### config.mk
export PLATFORM = sky130hd
export DESIGN_NAME = riscv_multicycle_ctrl_flat
export DESIGN_NICKNAME = d
export VERILOG_FILES = /design/src/rtl/riscv_multicycle_ctrl_if.sv /design/src/rtl/riscv_multicycle_ctrl.sv /design/src/flat_wrapper.sv
export SDC_FILE = /design/constraint.sdc
export NUM_CORES = 1
export LEC_CHECK = 0
export BUFFER_PORTS_ARGS = -buffer_cell sky130_fd_sc_hd__buf_2
export CAP_MARGIN = 20
export CORE_MARGIN = 4
export CORE_UTILIZATION = 51
export CTS_CLUSTER_DIAMETER = 30
export DETAILED_ROUTE_END_ITERATION = 10
export HOLD_SLACK_MARGIN = 0.05
export PLACE_DENSITY = 0.82
export RECOVER_POWER = 100
export SLEW_MARGIN = 40
export SYNTH_ARGS = -nofsm -noshare
export SYNTH_HDL_FRONTEND = slang
export SYNTH_SLANG_ARGS = --single-unit
### constraint.sdc
create_clock -name clk -period 3.2 [get_ports clk]
set_input_delay 0.48 -clock clk [delete_from_list [all_inputs] [get_ports clk]]
set_output_delay 0.48 -clock clk [all_outputs]
set_load 0.05 [all_outputs]
### src/rtl/riscv_multicycle_ctrl_if.sv
`default_nettype none
// ============================================================================
// Module      : riscv_multicycle_ctrl_if
// Description : Control bundle between the multicycle control FSM and the
//               datapath (IR fields, ALU flags, memory handshake, selects).
// Revision    : 1.0 - initial release
// ============================================================================
interface riscv_multicycle_ctrl_if #(
  parameter int CNT_W = 32
);
  logic [6:0]       op;
  logic [2:0]       funct3;
  logic             Zero;
  logic             Negative;
  logic             mem_ready;

  logic             PCWrite;
  logic             AdrSrc;
  logic             MemRead;
  logic             MemWrite;
  logic             IRWrite;
  logic [1:0]       ResultSrc;
  logic [1:0]       ALUSrcA;
  logic [1:0]       ALUSrcB;
  logic [1:0]       ALUOp;
  logic [2:0]       ImmSrc;
  logic             RegWrite;
  logic             illegal;
  logic [3:0]       state;
  logic [CNT_W-1:0] instret;

  // Controller side
  modport master (
    input  op, funct3, Zero, Negative, mem_ready,
    output PCWrite, AdrSrc, MemRead, MemWrite, IRWrite, ResultSrc,
           ALUSrcA, ALUSrcB, ALUOp, ImmSrc, RegWrite, illegal, state, instret
  );

  // Datapath side
  modport slave (
    output op, funct3, Zero, Negative, mem_ready,
    input  PCWrite, AdrSrc, MemRead, MemWrite, IRWrite, ResultSrc,
           ALUSrcA, ALUSrcB, ALUOp, ImmSrc, RegWrite, illegal, state, instret
  );
endinterface
`default_nettype wire

### src/rtl/riscv_multicycle_ctrl.sv
`default_nettype none
// ============================================================================
// Module      : riscv_multicycle_ctrl
// Description : Main control FSM of the multicycle RV32I core; sequences the
//               shared ALU/memory/register file and counts retired instrs.
// Revision    : 1.0 - initial release
// ============================================================================
module riscv_multicycle_ctrl #(
  parameter int CNT_W = 32
) (
  input  wire logic                  clk,
  input  wire logic                  rst_n,
  riscv_multicycle_ctrl_if.master    bus
);

  localparam logic [3:0] S_FETCH    = 4'd0;
  localparam logic [3:0] S_DECODE   = 4'd1;
  localparam logic [3:0] S_MEMADR   = 4'd2;
  localparam logic [3:0] S_MEMREAD  = 4'd3;
  localparam logic [3:0] S_MEMWB    = 4'd4;
  localparam logic [3:0] S_MEMWRITE = 4'd5;
  localparam logic [3:0] S_EXEC_R   = 4'd6;
  localparam logic [3:0] S_EXEC_I   = 4'd7;
  localparam logic [3:0] S_ALUWB    = 4'd8;
  localparam logic [3:0] S_BRANCH   = 4'd9;
  localparam logic [3:0] S_JAL      = 4'd10;
  localparam logic [3:0] S_JALR     = 4'd11;
  localparam logic [3:0] S_UPPER    = 4'd12;
  localparam logic [3:0] S_LINK     = 4'd13;

  localparam logic [6:0] OP_LOAD   = 7'b0000011;
  localparam logic [6:0] OP_STORE  = 7'b0100011;
  localparam logic [6:0] OP_RTYPE  = 7'b0110011;
  localparam logic [6:0] OP_ITYPE  = 7'b0010011;
  localparam logic [6:0] OP_BRANCH = 7'b1100011;
  localparam logic [6:0] OP_JAL    = 7'b1101111;
  localparam logic [6:0] OP_JALR   = 7'b1100111;
  localparam logic [6:0] OP_LUI    = 7'b0110111;
  localparam logic [6:0] OP_AUIPC  = 7'b0010111;

  logic [3:0]       state_q, state_d;
  logic [CNT_W-1:0] instret_q, instret_d;
  logic             taken;
  logic             retire;

  always_ff @(posedge clk or negedge rst_n) begin
    if (!rst_n) begin
      state_q   <= S_FETCH;
      instret_q <= '0;
    end else begin
      state_q   <= state_d;
      instret_q <= instret_d;
    end
  end

  always_comb begin
    taken = 1'b0;
    case (bus.funct3)
      3'b000:  taken = bus.Zero;
      3'b001:  taken = ~bus.Zero;
      3'b100:  taken = bus.Negative;
      3'b101:  taken = ~bus.Negative;
      default: taken = 1'b0;
    endcase
  end

  always_comb begin
    state_d = S_FETCH;
    case (state_q)
      S_FETCH:    state_d = bus.mem_ready ? S_DECODE : S_FETCH;
      S_DECODE: begin
        case (bus.op)
          OP_LOAD, OP_STORE: state_d = S_MEMADR;
          OP_RTYPE:          state_d = S_EXEC_R;
          OP_ITYPE:          state_d = S_EXEC_I;
          OP_BRANCH:         state_d = S_BRANCH;
          OP_JAL:            state_d = S_JAL;
          OP_JALR:           state_d = S_JALR;
          OP_LUI, OP_AUIPC:  state_d = S_UPPER;
          default:           state_d = S_FETCH;
        endcase
      end
      S_MEMADR:   state_d = (bus.op == OP_STORE) ? S_MEMWRITE : S_MEMREAD;
      S_MEMREAD:  state_d = bus.mem_ready ? S_MEMWB : S_MEMREAD;
      S_MEMWB:    state_d = S_FETCH;
      S_MEMWRITE: state_d = bus.mem_ready ? S_FETCH : S_MEMWRITE;
      S_EXEC_R:   state_d = S_ALUWB;
      S_EXEC_I:   state_d = S_ALUWB;
      S_ALUWB:    state_d = S_FETCH;
      S_BRANCH:   state_d = S_FETCH;
      S_JAL:      state_d = S_ALUWB;
      S_JALR:     state_d = S_LINK;
      S_LINK:     state_d = S_ALUWB;
      S_UPPER:    state_d = S_FETCH;
      default:    state_d = S_FETCH;
    endcase

    // The illegal DECODE->FETCH path is deliberately excluded from retirement
    retire = (state_d == S_FETCH) &&
             ((state_q == S_MEMWB) || (state_q == S_MEMWRITE) ||
              (state_q == S_ALUWB) || (state_q == S_BRANCH) ||
              (state_q == S_UPPER));
    instret_d = instret_q + {{(CNT_W-1){1'b0}}, retire};
  end

  always_comb begin
    bus.PCWrite   = 1'b0;
    bus.AdrSrc    = 1'b0;
    bus.MemRead   = 1'b0;
    bus.MemWrite  = 1'b0;
    bus.IRWrite   = 1'b0;
    bus.ResultSrc = 2'b00;
    bus.ALUSrcA   = 2'b00;
    bus.ALUSrcB   = 2'b00;
    bus.ALUOp     = 2'b00;
    bus.ImmSrc    = 3'b000;
    bus.RegWrite  = 1'b0;
    bus.illegal   = 1'b0;
    case (state_q)
      S_FETCH: begin
        bus.MemRead   = 1'b1;
        bus.ALUSrcB   = 2'b10;
        bus.ResultSrc = 2'b10;
        bus.IRWrite   = bus.mem_ready;
        bus.PCWrite   = bus.mem_ready;
      end
      S_DECODE: begin
        bus.ALUSrcA = 2'b01;
        bus.ALUSrcB = 2'b01;
        case (bus.op)
          OP_LOAD, OP_RTYPE, OP_ITYPE, OP_JALR: bus.ImmSrc = 3'b000;
          OP_STORE:                             bus.ImmSrc = 3'b001;
          OP_BRANCH:                            bus.ImmSrc = 3'b010;
          OP_JAL:                               bus.ImmSrc = 3'b011;
          OP_LUI, OP_AUIPC:                     bus.ImmSrc = 3'b100;
          default: begin
            bus.ImmSrc  = 3'b000;
            bus.illegal = 1'b1;
          end
        endcase
      end
      S_MEMADR: begin
        bus.ALUSrcA = 2'b10;
        bus.ALUSrcB = 2'b01;
        bus.ImmSrc  = (bus.op == OP_STORE) ? 3'b001 : 3'b000;
      end
      S_MEMREAD: begin
        bus.AdrSrc  = 1'b1;
        bus.MemRead = 1'b1;
      end
      S_MEMWB: begin
        bus.ResultSrc = 2'b01;
        bus.RegWrite  = 1'b1;
      end
      S_MEMWRITE: begin
        bus.AdrSrc   = 1'b1;
        bus.MemWrite = 1'b1;
      end
      S_EXEC_R: begin
        bus.ALUSrcA = 2'b10;
        bus.ALUOp   = 2'b10;
      end
      S_EXEC_I: begin
        bus.ALUSrcA = 2'b10;
        bus.ALUSrcB = 2'b01;
        bus.ALUOp   = 2'b10;
      end
      S_ALUWB:  bus.RegWrite = 1'b1;
      S_BRANCH: begin
        bus.ALUSrcA = 2'b10;
        bus.ALUOp   = 2'b01;
        bus.PCWrite = taken;
      end
      S_JAL: begin
        bus.ALUSrcA = 2'b01;
        bus.ALUSrcB = 2'b10;
        bus.PCWrite = 1'b1;
      end
      S_JALR: begin
        bus.ALUSrcA   = 2'b10;
        bus.ALUSrcB   = 2'b01;
        bus.ResultSrc = 2'b10;
        bus.PCWrite   = 1'b1;
      end
      S_LINK: begin
        bus.ALUSrcA = 2'b01;
        bus.ALUSrcB = 2'b10;
      end
      S_UPPER: begin
        bus.ImmSrc    = 3'b100;
        bus.RegWrite  = 1'b1;
        bus.ResultSrc = (bus.op == OP_LUI) ? 2'b11 : 2'b00;
      end
      default: ;
    endcase

    // No enable may leak out while reset is held
    if (!rst_n) begin
      bus.PCWrite  = 1'b0;
      bus.IRWrite  = 1'b0;
      bus.MemRead  = 1'b0;
      bus.MemWrite = 1'b0;
      bus.RegWrite = 1'b0;
      bus.illegal  = 1'b0;
    end
  end

  assign bus.state   = state_q;
  assign bus.instret = instret_q;

endmodule
`default_nettype wire

### src/flat_wrapper.sv
// flat-port wrapper written by rule: the top's interface ports become plain ports
module riscv_multicycle_ctrl_flat 
#(
  parameter int CNT_W = 32
)
  (clk, rst_n, bus_op, bus_funct3, bus_Zero, bus_Negative, bus_mem_ready, bus_PCWrite, bus_AdrSrc, bus_MemRead, bus_MemWrite, bus_IRWrite, bus_ResultSrc, bus_ALUSrcA, bus_ALUSrcB, bus_ALUOp, bus_ImmSrc, bus_RegWrite, bus_illegal, bus_state, bus_instret);
  riscv_multicycle_ctrl_if #(.CNT_W(CNT_W)) bus_i ();
  input  wire logic clk;
  input  wire logic rst_n;
  input wire logic [$bits(bus_i.op)-1:0] bus_op;
  input wire logic [$bits(bus_i.funct3)-1:0] bus_funct3;
  input wire logic [$bits(bus_i.Zero)-1:0] bus_Zero;
  input wire logic [$bits(bus_i.Negative)-1:0] bus_Negative;
  input wire logic [$bits(bus_i.mem_ready)-1:0] bus_mem_ready;
  output wire logic [$bits(bus_i.PCWrite)-1:0] bus_PCWrite;
  output wire logic [$bits(bus_i.AdrSrc)-1:0] bus_AdrSrc;
  output wire logic [$bits(bus_i.MemRead)-1:0] bus_MemRead;
  output wire logic [$bits(bus_i.MemWrite)-1:0] bus_MemWrite;
  output wire logic [$bits(bus_i.IRWrite)-1:0] bus_IRWrite;
  output wire logic [$bits(bus_i.ResultSrc)-1:0] bus_ResultSrc;
  output wire logic [$bits(bus_i.ALUSrcA)-1:0] bus_ALUSrcA;
  output wire logic [$bits(bus_i.ALUSrcB)-1:0] bus_ALUSrcB;
  output wire logic [$bits(bus_i.ALUOp)-1:0] bus_ALUOp;
  output wire logic [$bits(bus_i.ImmSrc)-1:0] bus_ImmSrc;
  output wire logic [$bits(bus_i.RegWrite)-1:0] bus_RegWrite;
  output wire logic [$bits(bus_i.illegal)-1:0] bus_illegal;
  output wire logic [$bits(bus_i.state)-1:0] bus_state;
  output wire logic [$bits(bus_i.instret)-1:0] bus_instret;
  assign bus_i.op = bus_op;
  assign bus_i.funct3 = bus_funct3;
  assign bus_i.Zero = bus_Zero;
  assign bus_i.Negative = bus_Negative;
  assign bus_i.mem_ready = bus_mem_ready;
  assign bus_PCWrite = bus_i.PCWrite;
  assign bus_AdrSrc = bus_i.AdrSrc;
  assign bus_MemRead = bus_i.MemRead;
  assign bus_MemWrite = bus_i.MemWrite;
  assign bus_IRWrite = bus_i.IRWrite;
  assign bus_ResultSrc = bus_i.ResultSrc;
  assign bus_ALUSrcA = bus_i.ALUSrcA;
  assign bus_ALUSrcB = bus_i.ALUSrcB;
  assign bus_ALUOp = bus_i.ALUOp;
  assign bus_ImmSrc = bus_i.ImmSrc;
  assign bus_RegWrite = bus_i.RegWrite;
  assign bus_illegal = bus_i.illegal;
  assign bus_state = bus_i.state;
  assign bus_instret = bus_i.instret;
  riscv_multicycle_ctrl #(.CNT_W(CNT_W)) u_core (.clk(clk), .rst_n(rst_n), .bus(bus_i));
endmodule
==> reports/results.ini <==
[status]
outcome=complete, no violations

[job]
max_cap_viol_count=0

[floorplanning]
die_x_um=73.0
fp.dieArea_mm2=0.00533
rows=23
dieHeight_um=73.0
initial_core_util_pct=53.5
io_pins=69
core_mm2=0.00403

[finish]
nFillCells=382
layout_common_cells=clkbuf_1 (56), dfrtp_1 (36), nand2_1 (24), xnor2_1 (24), nor2_1 (17)
final_nets=310
multiInputGateArea_mm2=0.00118
area_growth_syn_to_layout_pct=17.8
final_common_cell=clkbuf_1
num_antenna_cells=0
drive_above_1_share_pct=10.9
seq_area_um2=901

[logic_synthesis]
synth_edf_count=0
syn_nets=241
ys_seq_elements=36
syn_avg_cell_area_um2=9.62
synth_seq_area_share_pct=41.8
synth_top_flop_cell=dfrtp_1
synthArstFlopShare_pct=100
synthCells=224
synth.cell_area_mm2=0.00215
synth_warnings=0
synth.distinct_cells=47

[drt]
detail_route.first_pass.iterations=4
drc=0
drtAntennaViolNets=0
viasPerCell=5.71
num_vias=1964
wire_per_inst_um=15.2
drt-total-wl_mm=5.22
first_iter_violations=112

[sta]
worst_hold_slack_ns=0.349
setup_violations=0
final-max-slew-violation-count=0
fmax_mhz=360
slew_headroom_pct=21.3
hold_violations=0
rsz0062_at_grt=false
setup_tns_ns=0
fin_crit_sh_pct=86.8
finalCriticalPeriod_ns=2.78
skew_ns=0.00582
worst_pin_slew_ns=1.18

[pwr]
power.density_mw_per_mm2=681
seqPwrFrac_pct=35.0
p_sw_w=0.000889
vdd_drop_max_mv=0.569
p_sw_share_pct=51.4
p_comb_share_pct=46.0
leakage_nw=1.08
internal_power_w=0.000841
pwr-share-clk_pct=19.1

[setup_path]
r2r.worst_path.cells=7
max_stage_delay_ns=0.72
ff2ff_setup_slack_ns=0.55
r2r-start=u_core.bus.state[2]
cp_cell_sequence=inv_1, nor2_1, o311ai_0, o21ai_0, clkbuf_1
critPathLaunchType=flop
arrival_ns=2.30
r2r_end=u_core.bus.instret[23]
crit_fanout=20
cp.required_ns=2.72
end_kind=output pin
critPathKind=flop to output pin
cpMaxStageDelayCell=dfrtp_1

[clocking]
clk_pin_slew_ns=0.07
cts_buffer_depth=2
post_cts_buffers=0
clk_latency_ns=0.28
htree_levels=2
clock_sinks=36
cts-root-buf=clkbuf_8
cts_hold_buf=0
postCtsResizedCells=0
cts_tree=built
cts_buffers=5

[min_path]
hp-class=input port to asynchronous set/reset pin

[global_route]
grt-ovfl-total=0
antenna_found_initial=0
grt_pass1_wl_mm=8.79
grt_pass1_vias=1893
grt_max_degree=23
track_usage_pct=20.8

[placed_design]
io_buffers=68
dp_hpwl_mm=3.97
place.gp.congestion=0.921

per-stage QoR:
stage | cells | util [%] | power (W) | cell area, um2 | worst slack [ns]
after floorplan | 224 | - | 0.00124 | 2160 | 0.186
after global placement | 336 | 63.0 | 0.00143 | 2540 | 0.771
after detailed placement | 336 | 63.0 | 0.00144 | 2540 | 0.727
after CTS | 344 | 65.3 | 0.00177 | 2630 | 0.537
after global routing | 344 | 63.0 | 0.00182 | 2540 | 0.295
final | 344 | 63.0 | 0.00173 | 2540 | 0.424
power groups by stage:
stage,clock (W),combinational (W),sequential [W]
floorplan,0,0.000534,0.000706
global placement,0,0.000821,0.000606
detailed placement,0,0.000828,0.000610
CTS,0.000335,0.000831,0.000602
global route,0.000358,0.000846,0.000615
finish,0.000330,0.000795,0.000604
how the worst max path moves through the flow:
stage / slack [ns] / startpoint / endpoint / depth (start not counted)
after floorplan: 0.19 / u_core.bus.state[0] / bus_IRWrite / 3
after global placement: 0.77 / bus_mem_ready / u_core.bus.instret[20] / 11
after detailed placement: 0.73 / bus_mem_ready / u_core.bus.instret[18] / 11
after CTS: 0.54 / u_core.bus.state[0] / bus_illegal / 5
after global routing: 0.30 / u_core.bus.state[0] / bus_illegal / 5
final: 0.42 / u_core.bus.state[0] / bus_ALUSrcB[0] / 5
final cells by class:
cell class	instances	share of cell area, %
Sequential cell	36	35.5
Clock inverter	1	0.296
Timing Repair Buffer	70	11.2
Tap cell	50	2.46
Inverter	5	0.739
Multi-Input combinational cell	175	46.4
Clock buffer	7	3.40
layer usage:
layer | global-route usage [%] | part of all wire (%) | up-vias | wire length (um)
li1 | - | - | 942 | -
met1 | 28.8 | 42 | 920 | 2220
met2 | 32.6 | 49 | 92 | 2570
met3 | 4.41 | 7.0 | 10 | 366
met4 | 6.56 | 1.3 | 0 | 70
met5 | 0 | 0 | - | 0
Yosys cell counts, types with 3 or more instances:
master    number  share of area (%)
dfrtp_1       36                 42
xor2_1         7                2.8
a21oi_1        6                1.4
o21ai_0        6                1.4
nand2b_1       6                1.7
nand2_1       24                4.2
inv_1          5               0.87
nor2b_1        4                1.2
nand4_1       10                2.9
xnor2_1       24                9.8
nor4_4         3                3.0
nand3_1       12                2.8
nor4_1         3               0.87
nor2_1        17                3.0
clkbuf_1       6                1.0
mux2i_1        3                1.4
nor3_1         9                2.1
and3_1         3               0.87
sequential cells by signal (all words and copies together) (netlist names):
signal              count
u_core.bus.instret     32
u_core.bus.state        4
cells by family after synthesis:
| logic type | Yosys count | share of synthesized area (%) |
|---|---|---|
| AO/OA/AOI/OAI | 29 | 9.12 |
| flip-flops | 36 | 41.8 |
| XOR/XNOR | 31 | 12.6 |
| multiplexers | 3 | 1.39 |
| AND/OR/NAND/NOR | 110 | 31.2 |
| buffers and inverters | 13 | 2.67 |
| adder cells (fa/ha/maj) | 2 | 1.16 |
critical path: cells and delay by family (launching register included):
family / cells / cell delay, ns
and+or+nand+nor: 1 / 0.31
AOI/OAI and AO/OA: 2 / 0.27
buffers and inverters: 2 / 0.70
DFF: 1 / 0.72
(Power assumes the default switching activity.)
